[src/rtl/nums_pkg.sv]
// Shared defaults and tag record for the nums ROM arbiter.
// Imported by the arbiter top and its round-robin picker.
package nums_pkg;

  localparam int N_REQ_DEF   = 6;
  localparam int ADDR_W_DEF  = 11;
  localparam int DATA_W_DEF  = 8;
  localparam int ROM_LAT_DEF = 1;

  localparam int IDX_W = $clog2(N_REQ_DEF);

  typedef struct packed {
    logic             valid;
    logic [IDX_W-1:0] idx;
  } tag_t;

endpackage

[src/rtl/nums_rom_arbiter_rr_picker.sv]
// Combinational round-robin picker: first pending slot at or
// after the pointer, wrapping to slot 0.
module rr_picker
  import nums_pkg::*;
#(
  parameter int N  = N_REQ_DEF,
  parameter int PW = $clog2(N)
) (
  input  logic [N-1:0]  i_pending,
  input  logic [PW-1:0] i_ptr,
  output logic [N-1:0]  o_grant
);

  logic w_found;
  int   w_idx;

  always_comb begin
    o_grant = '0;
    w_found = 1'b0;
    w_idx   = 0;
    for (int off = 0; off < N; off++) begin
      w_idx = (int'(i_ptr) + off) % N;
      if (!w_found && i_pending[w_idx]) begin
        o_grant[w_idx] = 1'b1;
        w_found        = 1'b1;
      end
    end
  end

endmodule

[src/rtl/nums_rom_arbiter.sv]
// Shares one nums ROM among N_REQ digit requesters with a
// round-robin grant and a tag pipeline routing data back.
module nums_rom_arbiter
  import nums_pkg::*;
#(
  parameter int N_REQ   = N_REQ_DEF,
  parameter int ADDR_W  = ADDR_W_DEF,
  parameter int DATA_W  = DATA_W_DEF,
  parameter int ROM_LAT = ROM_LAT_DEF
) (
  input  logic                    mclk,
  input  logic                    clr,
  input  logic [N_REQ-1:0]        req,
  input  logic [N_REQ*ADDR_W-1:0] req_addr,
  output logic [ADDR_W-1:0]       rom_addr,
  input  logic [DATA_W-1:0]       rom_data,
  output logic [N_REQ-1:0]        grant,
  output logic [N_REQ*DATA_W-1:0] rd_data,
  output logic [N_REQ-1:0]        rd_valid
);

  localparam int PW    = $clog2(N_REQ);
  localparam int DEPTH = 1 + ROM_LAT;

  logic [N_REQ-1:0]        r_pending;
  logic [ADDR_W-1:0]       r_addr [N_REQ];
  logic [PW-1:0]           r_ptr;
  logic [N_REQ-1:0]        r_grant;
  logic [ADDR_W-1:0]       r_rom_addr;
  tag_t                    r_tag [DEPTH];
  logic [N_REQ*DATA_W-1:0] r_rd_data;
  logic [N_REQ-1:0]        r_rd_valid;

  logic [N_REQ-1:0] w_pick;
  logic [PW-1:0]    w_pick_idx;
  logic [PW-1:0]    w_ptr_nxt;
  logic             w_any;

  rr_picker #(.N(N_REQ), .PW(PW)) u_pick (
    .i_pending (r_pending),
    .i_ptr     (r_ptr),
    .o_grant   (w_pick)
  );

  always_comb begin
    w_pick_idx = '0;
    for (int i = 0; i < N_REQ; i++)
      if (w_pick[i]) w_pick_idx = PW'(i);
  end

  assign w_any     = |w_pick;
  assign w_ptr_nxt = (w_pick_idx == PW'(N_REQ - 1)) ?
                     '0 : w_pick_idx + PW'(1);

  // A same-cycle req re-arms the slot being granted
  always_ff @(posedge mclk or posedge clr) begin
    if (clr) begin
      r_pending <= '0;
      for (int i = 0; i < N_REQ; i++) r_addr[i] <= '0;
    end else begin
      r_pending <= (r_pending & ~w_pick) | req;
      for (int i = 0; i < N_REQ; i++)
        if (req[i]) r_addr[i] <= req_addr[i*ADDR_W +: ADDR_W];
    end
  end

  always_ff @(posedge mclk or posedge clr) begin
    if (clr) begin
      r_ptr      <= '0;
      r_grant    <= '0;
      r_rom_addr <= '0;
    end else begin
      r_grant <= w_pick;
      if (w_any) begin
        r_rom_addr <= r_addr[w_pick_idx];
        r_ptr      <= w_ptr_nxt;
      end
    end
  end

  always_ff @(posedge mclk or posedge clr) begin
    if (clr) begin
      for (int k = 0; k < DEPTH; k++) r_tag[k] <= '0;
    end else begin
      r_tag[0] <= '{valid: w_any, idx: IDX_W'(w_pick_idx)};
      for (int k = 1; k < DEPTH; k++) r_tag[k] <= r_tag[k-1];
    end
  end

  always_ff @(posedge mclk or posedge clr) begin
    if (clr) begin
      r_rd_data  <= '0;
      r_rd_valid <= '0;
    end else begin
      r_rd_valid <= '0;
      if (r_tag[DEPTH-1].valid) begin
        r_rd_data[int'(r_tag[DEPTH-1].idx)*DATA_W +: DATA_W]
          <= rom_data;
        r_rd_valid[r_tag[DEPTH-1].idx] <= 1'b1;
      end
    end
  end

  assign rom_addr = r_rom_addr;
  assign grant    = r_grant;
  assign rd_data  = r_rd_data;
  assign rd_valid = r_rd_valid;

endmodule

[config.mk]
export PLATFORM = sky130hd
export DESIGN_NAME = nums_rom_arbiter
export DESIGN_NICKNAME = d
export VERILOG_FILES = /design/src/rtl/nums_pkg.sv /design/src/rtl/nums_rom_arbiter_rr_picker.sv /design/src/rtl/nums_rom_arbiter.sv
export SDC_FILE = /design/constraint.sdc
export NUM_CORES = 1
export LEC_CHECK = 0
export CAP_MARGIN = 10
export CORE_MARGIN = 2
export CORE_UTILIZATION = 46
export DETAILED_ROUTE_END_ITERATION = 8
export HOLD_SLACK_MARGIN = 0.08
export PLACE_DENSITY_LB_ADDON = 0.3
export SLEW_MARGIN = 10
export SYNTH_ARGS = -nofsm -noshare
export SYNTH_HDL_FRONTEND = slang
export SYNTH_SLANG_ARGS = --single-unit
[constraint.sdc]
create_clock -name mclk -period 13.9 [get_ports mclk]
set_input_delay 2.78 -clock mclk [delete_from_list [all_inputs] [get_ports mclk]]
set_output_delay 2.78 -clock mclk [all_outputs]
set_load 0.03 [all_outputs]
; Word level (Yosys, flattened, before mapping)
; Index checks and enable logic that the tools add are counted.
[totals]
register_bits = 154
wordCells = 128
inputBits = 82
output_inout_bits = 71
[op_classes]
shift = 2
eq_ne = 1
reduce_logical = 18
add_sub_neg = 7
bitwise_logic = 9
muxes = 54
div_mod_pow = 6
order_cmp = 15
[ops]
columns = op, count
row1 = $ge 32x1->1 const B, 6
row2 = $lt 32x5->1 const B, 6
row3 = $mod 32x4->32 const B, 5
row4 = $bwmux 48, 1
row5 = $shift 8x33->48 const A, 1
row6 = $shiftx 8x33->48, 1
row7 = $mux 6, 7
row8 = $or 6x6->6, 6
row9 = $bmux 11 s3, 1
row10 = $neg 6->33, 1
row11 = $mod 4x4->32 const B, 1
row12 = $mux 1, 25
row13 = $mux 11, 2
row14 = $demux 1 s3, 7
row15 = $bmux 1 s3, 6
row16 = $logic_and 1x1->1, 12
row17 = $mux 3, 4
row18 = $add 3x2->4 const B, 2
row19 = $add 3x3->4 const B, 2
row20 = $and 6x6->6, 1
row21 = $not 6->6, 1
row22 = $reduce_or 6->1, 1
row23 = $logic_not 1->1, 5
row24 = $add 3x1->4 const B, 1
row25 = other kinds (7), 7

; Depth between registers and ports, before layout
; Gate-level depths: netlist of the first run.
[logic_depth]
word_depth = 29
mapped_depth = 21
ltp_nobuf = 16

; Cells and area by module
; From an unflattened synthesis of the first run, not the netlist that was laid out.
[unflattened]
hier_cells = 700
area_unflattened_um2 = 7770.0
[by_module_without_submodules]
columns = module, instances, cells_each, area_each_um2
row1 = nums_rom_arbiter, 1, 506, 6232.2
row2 = rr_picker, 1, 194, 1537.7

; Least setup slack after synthesis of the first run
; No wires, ideal clock.
[synth_timing]
path_kind = reg-to-reg
from = register r_ptr[0]
to = register r_rom_addr[0] (netlist: rom_addr[0])
setup_ps = 99
stages_incl_launch_ff = 21
setup_slack_ps = 9071
arrival_time_ps = 4730
path_cell_list = dfrtp_1 > buf_2 > buf_6 > buf_2 > inv_1 > clkbuf_1 > ha_1 > xor2_4 > inv_2 > ha_1 > nand2b_1 > or3_1 > o221a_2 > a2111oi_2 > a2111oi_1 > and2_4 > a211o_1 > or4_4 > nor2b_1 > buf_6 > a311oi_1
[synth_between]
elab_chain_cells = 29
word_cells_on_any_way = 95
[synth_rtl]
columns = item, line
row1 = "start, declared", nums_rom_arbiter.sv:27  ; logic [PW-1:0] r_ptr;
row2 = "start signal, assigned", nums_rom_arbiter.sv:76  ; r_ptr <= w_ptr_nxt;
row3 = "parallel branches: the longest is 19 deep, another holds $mod 32x4->32", -
row4 = $mux 6 *, nums_rom_arbiter_rr_picker.sv:23  ; if (!w_found && i_pending[w_idx]) begin
row5 = $mux 1, nums_rom_arbiter.sv:48  ; if (w_pick[i]) w_pick_idx = PW'(i);
row6 = $mux 2, nums_rom_arbiter.sv:48
row7 = $mux 3 (3 in series), nums_rom_arbiter.sv:48
row8 = $not 3->4 (implied by the code), nums_rom_arbiter.sv:75  ; r_rom_addr <= r_addr[w_pick_idx];
row9 = $bmux 11 s3, nums_rom_arbiter.sv:75
row10 = $mux 11 (implied by the code) (2 in series), nums_rom_arbiter.sv:75
row11 = "end signal, assigned", nums_rom_arbiter.sv:75
row12 = "end, declared", nums_rom_arbiter.sv:29  ; logic [ADDR_W-1:0] r_rom_addr;
; Mark *: on every way between the ends. The select of a mux whose other input is x is not followed.
; A chain may end at the register's enable or synchronous reset.

; Worst setup path after layout of the first run
[layout_timing]
from = register r_ptr[2]
to = register r_rom_addr[8] (netlist: rom_addr[8])
; The elaborated chain is that of the path after synthesis.

==> results of run 1 <==
## cells in the final DEF, fill, tap and decap left out, drive strengths merged, types with 13 or more instances in the layout
cell type,Yosys,layout
dfrtp,154,154
clkdlybuf4s50,0,152
nand2,93,93
inv,67,75
o21ai,70,70
mux2,50,50
nor3,43,43
nor2,38,38
ha,23,23
mux2i,22,22
clkbuf,25,18
nand3,17,17
a22oi,13,13
## layout make-up
class | instances | area (um2) | share of cell area, %
Clock buffer | 18 | 429 | 4.23
Clock inverter | 14 | 175 | 1.73
Inverter | 67 | 256 | 2.53
Multi-Input combinational cell | 518 | 3570 | 35.3
Sequential cell | 154 | 3850 | 38.0
Tap cell | 220 | 275 | 2.72
Timing Repair Buffer | 159 | 1570 | 15.5
## cells by family (layout without fill, tap and decap cells)
| family | Yosys count | in the layout | synth area share (%) |
|---|---|---|---|
| buffers and inverters | 111 | 258 | 6.08 |
| AO/OA/AOI/OAI | 173 | 173 | 15.4 |
| multiplexers | 74 | 74 | 10.5 |
| AND/OR/NAND/NOR | 241 | 241 | 14.5 |
| XOR/XNOR | 7 | 7 | 1.11 |
| flip-flops | 154 | 154 | 48.8 |
| adder cells (fa/ha/maj) | 23 | 23 | 3.64 |
## power breakdown
| part | internal, W | leakage (nW) | switching, W |
|---|---|---|---|
| clock | 0.000272 | 0.295 | 0.000203 |
| combinational | 0.000738 | 2.24 | 0.00110 |
| sequential | 0.000596 | 1.88 | 0.0000926 |
## path summary, 6_finish.rpt
kind,endpoint,slack [ns]
hold reg to reg,r_tag[1]$_DFF_PP0_,0.35
min in group asynchronous,rd_valid[4]$_DFF_PP0_,2.90
setup reg to reg,rom_addr[8]$_DFFE_PP0P_,8.16
setup / recovery,rom_addr[8]$_DFFE_PP0P_,8.16
hold / removal,r_tag[1]$_DFF_PP0_,0.35
max in group asynchronous,r_addr[56]$_DFFE_PP0P_,9.70
## per-stage QoR
step                      power, W  hold slack (ns)  setup slack (ns)
after floorplan            0.00205            0.331              6.97
after global placement     0.00249            0.333              8.38
after detailed placement   0.00252            0.335              8.25
after CTS                  0.00300            0.348              8.22
after global routing       0.00320            0.352              7.79
final                      0.00301            0.348              8.16
## critical path: stages (launching register included)
cell and delay (ns):
dfrtp_1 0.78, ha_1 0.66, a21oi_4 0.08, inv_1 0.18, ha_1 0.27, nand2b_1 0.16
or3_1 0.38, a32oi_1 0.25, a2111oi_2 0.12, a2111oi_1 0.49, and2_4 0.25, a211o_1 0.58
or4_4 0.35, nor2b_1 0.76, a311oi_2 0.21
## metal layers
layer  vias to the layer above  GRT usage, %  part of all wire (%)
li1                       3029             -                     -
met1                      3008          29.2                    43
met2                       237          34.6                    47
met3                        31          5.03                   7.4
met4                         0          7.81                   2.2
met5                         -             0                     0
## sequential cells by signal (all words and copies together), names as in the netlist
| name | count |
|---|---|
| r_tag | 8 |
| r_addr | 66 |
| grant | 6 |
| r_ptr | 3 |
| r_pending | 6 |
| rd_valid | 6 |
| rom_addr | 11 |
| rd_data | 48 |
==> flow_metrics.py, run 1 <==
metrics = {
    "outcome": {
        "status": "finished clean",
    },
    "flow_run": {
        "maxCapViolations": 0,
    },
    "grt": {
        "grt_pass1_wl_um": 31200,
        "grt_max_degree": 92,
        "grtUsageTotal_pct": 21.7,
        "antenna_found_initial": 0,
        "grt_overflow": 0,
        "grt_pass1_vias": 6090,
    },
    "drt": {
        "drt-vias-per-instance": 5.48,
        "drt_iter0_drc": 331,
        "drtPass1Iterations": 5,
        "drc": 0,
        "antenna_left": 0,
        "drt-total-wl_um": 19300,
        "num_vias": 6305,
        "wl_per_cell_um": 16.8,
    },
    "synth": {
        "ys_seq_area_share_pct": 48.8,
        "yosysMostFrequentCell": "dfrtp_1",
        "ys_seq_elements": 154,
        "synth.area.top_cells": "dfrtp_1 49%, mux2_2 7.1%, nand2_1 4.4%",
        "synth.distinct_cells": 70,
        "synth_top_cell_by_area": "dfrtp_1",
        "synth_area_per_cell_um2": 10.1,
        "netlist_area_mm2": 0.00790,
        "synth_common_cells": "154 x dfrtp_1, 93 x nand2_1, 68 x o21ai_0",
        "synthCells": 783,
        "async_flop_share_pct": 100,
        "yosysWarnings": 0,
        "netlist.area_leader.share_pct": 48.8,
        "synth_flop_cell": "dfrtp_1",
        "synth_edf_count": 0,
        "synth_fp_nets": 888,
    },
    "timing": {
        "clock_skew_ns": 0.00988,
        "rsz0062_at_grt": "no",
        "slew_violations": 0,
        "relSlewSlack_pct": 38.3,
        "max_freq_ghz": 0.174,
        "fin_tns_setup_ns": 0,
        "tightest_slew_ns": 0.924,
        "setup_viol_count_final": 0,
        "period_minus_slack_ns": 5.74,
        "hold_viol_final": 0,
        "post-route-period-util_pct": 41.3,
    },
    "clocking": {
        "cts_resized": 0,
        "htree_levels": 4,
        "clock_latency_ns": 0.42,
        "cts_root_buffer": "clkbuf_16",
        "clkTransAtPathRegs_ns": 0.06,
        "cts_setup_buffers": 0,
        "cts_sinks": 154,
        "cts_hold_buf": 0,
        "clk_path_buf_depth": 2,
        "tritoncts": "done",
        "cts_made_buffers": 17,
    },
    "worst_setup_path": {
        "required_ns": 14.14,
        "worstRegToRegCells": 14,
        "path_max_fanout": 25,
        "timing.rr.start": "r_ptr[2]$_DFFE_PP0P_",
        "crit_type": "reg2reg",
        "critPathLaunchType": "register",
        "endpoint_kind": "register",
        "cp.arrival_ns": 5.98,
        "crit_path_start": "r_ptr[2]$_DFFE_PP0P_",
    },
    "place": {
        "hpwl_um": 14000,
        "place_inst": 1118,
        "port_buffers": 152,
        "gp_congestion": 0.875,
        "placed_area_mm2": 0.00953,
    },
    "floorplan": {
        "ios": 153,
        "die-area_mm2": 0.0182,
        "floorplan.rows": 47,
        "core_area_mm2": 0.0167,
        "die_x_um": 135,
        "start_util_pct": 47.3,
        "die_height_um": 135,
    },
    "final_layout": {
        "fill_cells": 1415,
        "final_cell_count_no_fill": 1150,
        "final_core_util_pct": 60.7,
        "area_growth_pct": 28.3,
        "diodes": 0,
        "drive_gt1_share_pct": 11.9,
        "final_nets": 1022,
        "fin_area_mm2": 0.0101,
    },
    "min_path": {
        "worstHoldStart": "r_tag[5]$_DFF_PP0_",
        "worstHoldPathType": "reg2reg",
        "holdPathStages": 0,
    },
    "power_and_ir_drop": {
        "powerDensity_mw_per_mm2": 296,
        "vdd_drop_max_v": 0.000151,
        "leakage_nw": 4.42,
    },
}
No activity file was read; power rests on OpenSTA's default activity.
==> run 2, diff against run 1 <==
==> constraint.sdc (replaced) <==
create_clock -name mclk -period 5.3 [get_ports mclk]
set_input_delay 1.06 -clock mclk [delete_from_list [all_inputs] [get_ports mclk]]
set_output_delay 1.06 -clock mclk [all_outputs]
set_load 0.03 [all_outputs]
==> flow_metrics.py, run 2 (same netlist as run 1, synthesis figures left out) <==
metrics = {
    "outcome": {
        "status": "finished clean",
    },
    "grt": {
        "grtUsageTotal_pct": 22.9,
        "grt_max_degree": 119,
        "grt_pass1_wl_um": 32500,
        "antenna_found_initial": 0,
        "grt_overflow": 0,
        "grt_pass1_vias": 6319,
    },
    "timing": {
        "setup_viol_count_final": 0,
        "hold_viol_final": 0,
        "tightest_slew_ns": 1.03,
        "fin_tns_setup_ns": 0,
        "period_minus_slack_ns": 4.98,
        "max_freq_ghz": 0.201,
        "rsz0062_at_grt": "no",
        "clock_skew_ns": 0.0108,
        "post-route-period-util_pct": 93.9,
        "relSlewSlack_pct": 31.4,
        "slew_violations": 0,
    },
    "floorplan": {
        "die-area_mm2": 0.0182,
        "die_height_um": 135,
        "die_x_um": 135,
        "core_area_mm2": 0.0167,
        "start_util_pct": 47.3,
        "ios": 153,
        "floorplan.rows": 47,
    },
    "final_layout": {
        "drive_gt1_share_pct": 12.6,
        "final_common_cell": "dfrtp_1",
        "fill_cells": 1401,
        "diodes": 0,
        "regMostFlops": "r_addr",
        "final_nets": 1028,
        "fin_area_mm2": 0.0102,
        "final_cell_mix": "153 x dfrtp_1, 152 x clkdlybuf4s50_1, 93 x nand2_1, 68 x o21ai_0, 63 x inv_1",
        "largest_reg_flops": 66,
        "area_growth_pct": 28.9,
    },
    "min_path": {
        "worstHoldPathType": "reg2reg",
    },
    "clocking": {
        "cts_made_buffers": 17,
        "cts_setup_buffers": 0,
        "clkTransAtPathRegs_ns": 0.06,
        "clock_latency_ns": 0.43,
        "htree_levels": 4,
        "cts_root_buffer": "clkbuf_16",
        "cts_resized": 0,
        "cts_sinks": 154,
        "clk_path_buf_depth": 2,
        "tritoncts": "done",
        "cts_hold_buf": 0,
    },
    "place": {
        "placed_area_mm2": 0.00958,
        "hpwl_um": 14400,
        "gp_congestion": 0.868,
        "port_buffers": 152,
    },
    "drt": {
        "drt-total-wl_um": 19900,
        "drtPass1Iterations": 5,
        "drt-vias-per-instance": 5.51,
        "num_vias": 6359,
        "drc": 0,
        "wl_per_cell_um": 17.3,
        "drt_iter0_drc": 499,
        "antenna_left": 0,
    },
    "worst_setup_path": {
        "cp.arrival_ns": 5.23,
        "r2r-end": "rom_addr[2]$_DFFE_PP0P_",
        "crit_cells": 16,
        "required_ns": 5.56,
        "crit_top_cell": "ha_1",
        "cpPeakStageDelay_ns": 0.49,
        "worstRegToRegCells": 16,
        "critical_path_buf_inv_count": 3,
        "crit_end": "rom_addr[2]$_DFFE_PP0P_",
        "critPathLaunchType": "register",
        "crit_path_start": "r_ptr[1]$_DFFE_PP0P_",
        "timing.rr.start": "r_ptr[1]$_DFFE_PP0P_",
        "endpoint_kind": "register",
        "rrSetupSlack_ns": 0.32,
        "cp_cell_sequence": "inv_2, ha_1, a21oi_4, inv_1, ha_1, nand2b_1, or3_1, o221a_2, a2111oi_2, a2111oi_1, and2_4, a2111o_1, a222oi_1, buf_6, mux2i_1, a311oi_1",
        "crit_family": "compound AO/OA/AOI/OAI gates",
        "crit_type": "reg2reg",
        "critPathSlowestCell": "dfrtp_2",
        "path_max_fanout": 25,
    },
    "power_and_ir_drop": {
        "seq_power_share_pct": 22.8,
        "leakage_nw": 4.45,
        "switchingPower_w": 0.00369,
        "vdd_drop_max_v": 0.000442,
        "swShare_pct": 46.4,
        "internal_power_w": 0.00427,
        "powerDensity_mw_per_mm2": 781,
        "combinationalPowerShare_pct": 61.9,
        "clock_power_share_pct": 15.3,
    },
    "flow_run": {
        "maxCapViolations": 0,
    },
}
==> run 2: worst register-to-register path, stage by stage (launching register included) <==
cell	delay, ns
dfrtp_2	0.49
inv_2	0.25
ha_1	0.47
a21oi_4	0.13
inv_1	0.18
ha_1	0.27
nand2b_1	0.16
or3_1	0.38
o221a_2	0.19
a2111oi_2	0.38
a2111oi_1	0.14
and2_4	0.20
a2111o_1	0.42
a222oi_1	0.38
buf_6	0.31
mux2i_1	0.32
a311oi_1	0.14
==> run 2: per-layer routing <==
metal  global-route usage (%)  up-vias  routed length, um
li1                         -     3031                  -
met1                     29.9     3066               8600
met2                     37.1      227               9520
met3                     5.52       35               1320
met4                     8.39        0                501
met5                        0        -                  0
==> run 2: final cells by class <==
class	count	area, um2	area share, %
clock inverters	13	164	1.61
clock buffers	18	429	4.21
inverters	67	256	2.52
multi-input cells	518	3590	35.2
flip-flops and latches	154	3850	37.8
well taps	220	275	2.70
repair buffers	165	1620	15.9
==> run 2: worst min-delay path by stage <==
stage | slack, ns | to | start | depth (start not counted)
after floorplan | 0.33 | r_tag[0]$_DFF_PP0_ | r_tag[4]$_DFF_PP0_ | 0
after global placement | 0.33 | r_tag[2]$_DFF_PP0_ | r_tag[6]$_DFF_PP0_ | 0
after detailed placement | 0.34 | r_tag[2]$_DFF_PP0_ | r_tag[6]$_DFF_PP0_ | 0
after CTS | 0.35 | r_tag[3]$_DFF_PP0_ | r_tag[7]$_DFF_PP0_ | 0
after global routing | 0.36 | r_tag[2]$_DFF_PP0_ | r_tag[6]$_DFF_PP0_ | 0
final | 0.35 | r_tag[3]$_DFF_PP0_ | r_tag[7]$_DFF_PP0_ | 0
==> run 2: per-stage QoR <==
step	utilization (%)	power, W	std cells	setup WS [ns]	hold WS (ns)
6_report	61.0	0.00796	1155	0.323	0.346
5_1_grt	61.0	0.00851	1155	0.0152	0.361
4_1_cts	60.9	0.00792	1155	0.0765	0.349
3_5_place_dp	57.4	0.00666	1124	0.162	0.336
3_3_place_gp	57.4	0.00659	1124	0.357	0.333
2_1_floorplan	-	0.00536	783	0.0902	0.331
==> run 2: power groups by stage <==
stage / combinational [W] / clock, W / sequential (W)
6_report: 0.00493 / 0.00122 / 0.00181
3_3_place_gp: 0.00477 / 0 / 0.00182
3_5_place_dp: 0.00483 / 0 / 0.00183
5_1_grt: 0.00536 / 0.00129 / 0.00186
2_1_floorplan: 0.00311 / 0 / 0.00226
4_1_cts: 0.00487 / 0.00124 / 0.00181
==> run 3, diff against run 2 <==
==> constraint.sdc (replaced) <==
create_clock -name mclk -period 5.3 [get_ports mclk]
set_input_delay 0.53 -clock mclk [delete_from_list [all_inputs] [get_ports mclk]]
set_output_delay 0.53 -clock mclk [all_outputs]
set_load 0.03 [all_outputs]
==> flow_metrics.py, run 3 (same netlist as run 1, synthesis figures left out) <==
metrics = {
    "drt": {
        "antenna_left": 0,
        "drtPass1Iterations": 5,
        "drc": 0,
        "drt-total-wl_um": 19700,
        "wl_per_cell_um": 17.1,
        "num_vias": 6321,
        "drt_iter0_drc": 498,
        "drt-vias-per-instance": 5.47,
    },
    "min_path": {
        "worstHoldStart": "r_tag[6]$_DFF_PP0_",
        "min_to": "r_tag[2]$_DFF_PP0_",
        "worstHoldPathType": "reg2reg",
        "holdPathStages": 0,
    },
    "worst_setup_path": {
        "r2r-end": "rom_addr[5]$_DFFE_PP0P_",
        "crit_family": "compound AO/OA/AOI/OAI gates",
        "path_max_fanout": 25,
        "critical_path_buf_inv_count": 3,
        "critPathLaunchType": "register",
        "rrSetupSlack_ns": 0.39,
        "cpPeakStageDelay_ns": 0.49,
        "cp.arrival_ns": 5.17,
        "worstRegToRegCells": 16,
        "crit_type": "reg2reg",
        "timing.rr.start": "r_ptr[1]$_DFFE_PP0P_",
        "endpoint_kind": "register",
        "crit_top_cell": "ha_1",
        "cp_cell_sequence": "inv_2, ha_1, a21oi_4, inv_1, ha_1, nand2b_1, or3_1, o221a_2, a2111oi_2, a2111oi_1, and2_4, a2111o_1, a222oi_1, buf_6, mux2i_1, a311oi_1",
        "required_ns": 5.56,
        "critPathSlowestCell": "dfrtp_2",
    },
    "clocking": {
        "cts_root_buffer": "clkbuf_16",
        "cts_made_buffers": 17,
        "cts_setup_buffers": 0,
        "htree_levels": 4,
        "clk_path_buf_depth": 2,
        "clock_latency_ns": 0.42,
        "tritoncts": "done",
        "cts_sinks": 154,
        "clkTransAtPathRegs_ns": 0.06,
    },
    "timing": {
        "clock_skew_ns": 0.00861,
        "slew_violations": 0,
        "rsz0062_at_grt": "no",
        "setup_viol_count_final": 0,
        "tightest_slew_ns": 1.02,
        "post-route-period-util_pct": 92.6,
        "relSlewSlack_pct": 32.1,
        "period_minus_slack_ns": 4.91,
        "hold_viol_final": 0,
        "fin_tns_setup_ns": 0,
        "max_freq_ghz": 0.204,
    },
    "final_layout": {
        "final_cell_count_no_fill": 1155,
        "final_nets": 1028,
        "regArea_mm2": 0.00386,
        "largest_reg_flops": 66,
        "diodes": 0,
        "area_growth_pct": 29.3,
        "regMostFlops": "r_addr",
        "multi_input_area_mm2": 0.00359,
        "fill_cells": 1416,
        "drive_gt1_share_pct": 12.7,
        "final_cell_mix": "152 x dfrtp_1, 152 x clkdlybuf4s50_1, 93 x nand2_1, 68 x o21ai_0, 63 x inv_1",
    },
    "floorplan": {
        "floorplan.rows": 47,
        "die-area_mm2": 0.0182,
        "die_height_um": 135,
        "die_x_um": 135,
        "core_area_mm2": 0.0167,
        "ios": 153,
        "start_util_pct": 47.3,
    },
    "flow_run": {
        "maxCapViolations": 0,
    },
    "grt": {
        "antenna_found_initial": 0,
        "grt_pass1_vias": 6183,
        "grt_overflow": 0,
        "grt_pass1_wl_um": 32100,
        "grtUsageTotal_pct": 22.3,
        "grt_max_degree": 119,
    },
    "power_and_ir_drop": {
        "vdd_drop_max_v": 0.000410,
        "powerDensity_mw_per_mm2": 790,
        "leakage_nw": 4.46,
    },
    "place": {
        "place_inst": 1124,
        "gp_congestion": 0.890,
        "port_buffers": 152,
        "hpwl_um": 14100,
    },
    "outcome": {
        "status": "finished clean",
    },
}
-- run 3: report_power, final --
group          internal [W]  leakage (nW)  total [W]  switching [W]
sequential          0.00156          1.88    0.00182       0.000251
clock              0.000756         0.295    0.00128       0.000525
combinational       0.00201          2.28    0.00497        0.00297
total               0.00433          4.46    0.00807        0.00374
-- run 3: worst max path at each step --
stage,startpoint,slack [ns],cells after the start,to
final,r_ptr[1]$_DFFE_PP0P_,0.39,16,rom_addr[5]$_DFFE_PP0P_
after floorplan,r_ptr[0]$_DFFE_PP0P_,0.47,20,rom_addr[0]$_DFFE_PP0P_
after global routing,r_ptr[1]$_DFFE_PP0P_,0.09,16,rom_addr[9]$_DFFE_PP0P_
after CTS,r_ptr[1]$_DFFE_PP0P_,0.11,15,rom_addr[9]$_DFFE_PP0P_
after detailed placement,r_ptr[1]$_DFFE_PP0P_,0.13,15,rom_addr[9]$_DFFE_PP0P_
after global placement,r_ptr[1]$_DFFE_PP0P_,0.36,15,rom_addr[7]$_DFFE_PP0P_
-- run 3: final cells by class --
cell class	instances	share of cell area, %
inverters	67	2.51
repair buffers	165	15.9
well taps	220	2.69
clock buffers	18	4.20
multi-input cells	518	35.1
flip-flops and latches	154	37.7
clock inverters	13	1.86
-- run 3: worst register-to-register path: stages (launching register included) --
cell and delay [ns]:
dfrtp_2 0.49, inv_2 0.24, ha_1 0.46, a21oi_4 0.13, inv_1 0.16, ha_1 0.26, nand2b_1 0.16, or3_1 0.37
o221a_2 0.18, a2111oi_2 0.37, a2111oi_1 0.14, and2_4 0.20, a2111o_1 0.42, a222oi_1 0.33, buf_6 0.31, mux2i_1 0.38
a311oi_1 0.15
-- run 3: repair_timing --
item / in CTS / in global routing
setup endpoints to repair: 0 / 11
gates resized for setup: 0 / 4
hold buffers: 0 / 0
endpoints found under the hold margin: 0 / 0
-- run 3: metrics by stage --
stage	utilization (%)	power [W]	hold slack, ns	instance area [um2]	setup slack, ns
final	61.2	0.00807	0.348	10200	0.390
after global routing	61.2	0.00860	0.349	10200	0.0912
after CTS	61.1	0.00802	0.347	10200	0.109
after detailed placement	57.4	0.00670	0.336	9580	0.128
after global placement	57.4	0.00661	0.334	9580	0.356
after floorplan	-	0.00536	0.331	7900	0.471
-- run 3: routing by layer --
layer	track usage, %	part of all wire, %	vias up	wire, um
li1	-	-	3033	-
met1	29.9	44	3033	8760
met2	36.8	48	234	9490
met3	4.73	6.2	21	1230
met4	6.25	1.3	0	264
met5	0	0	-	0
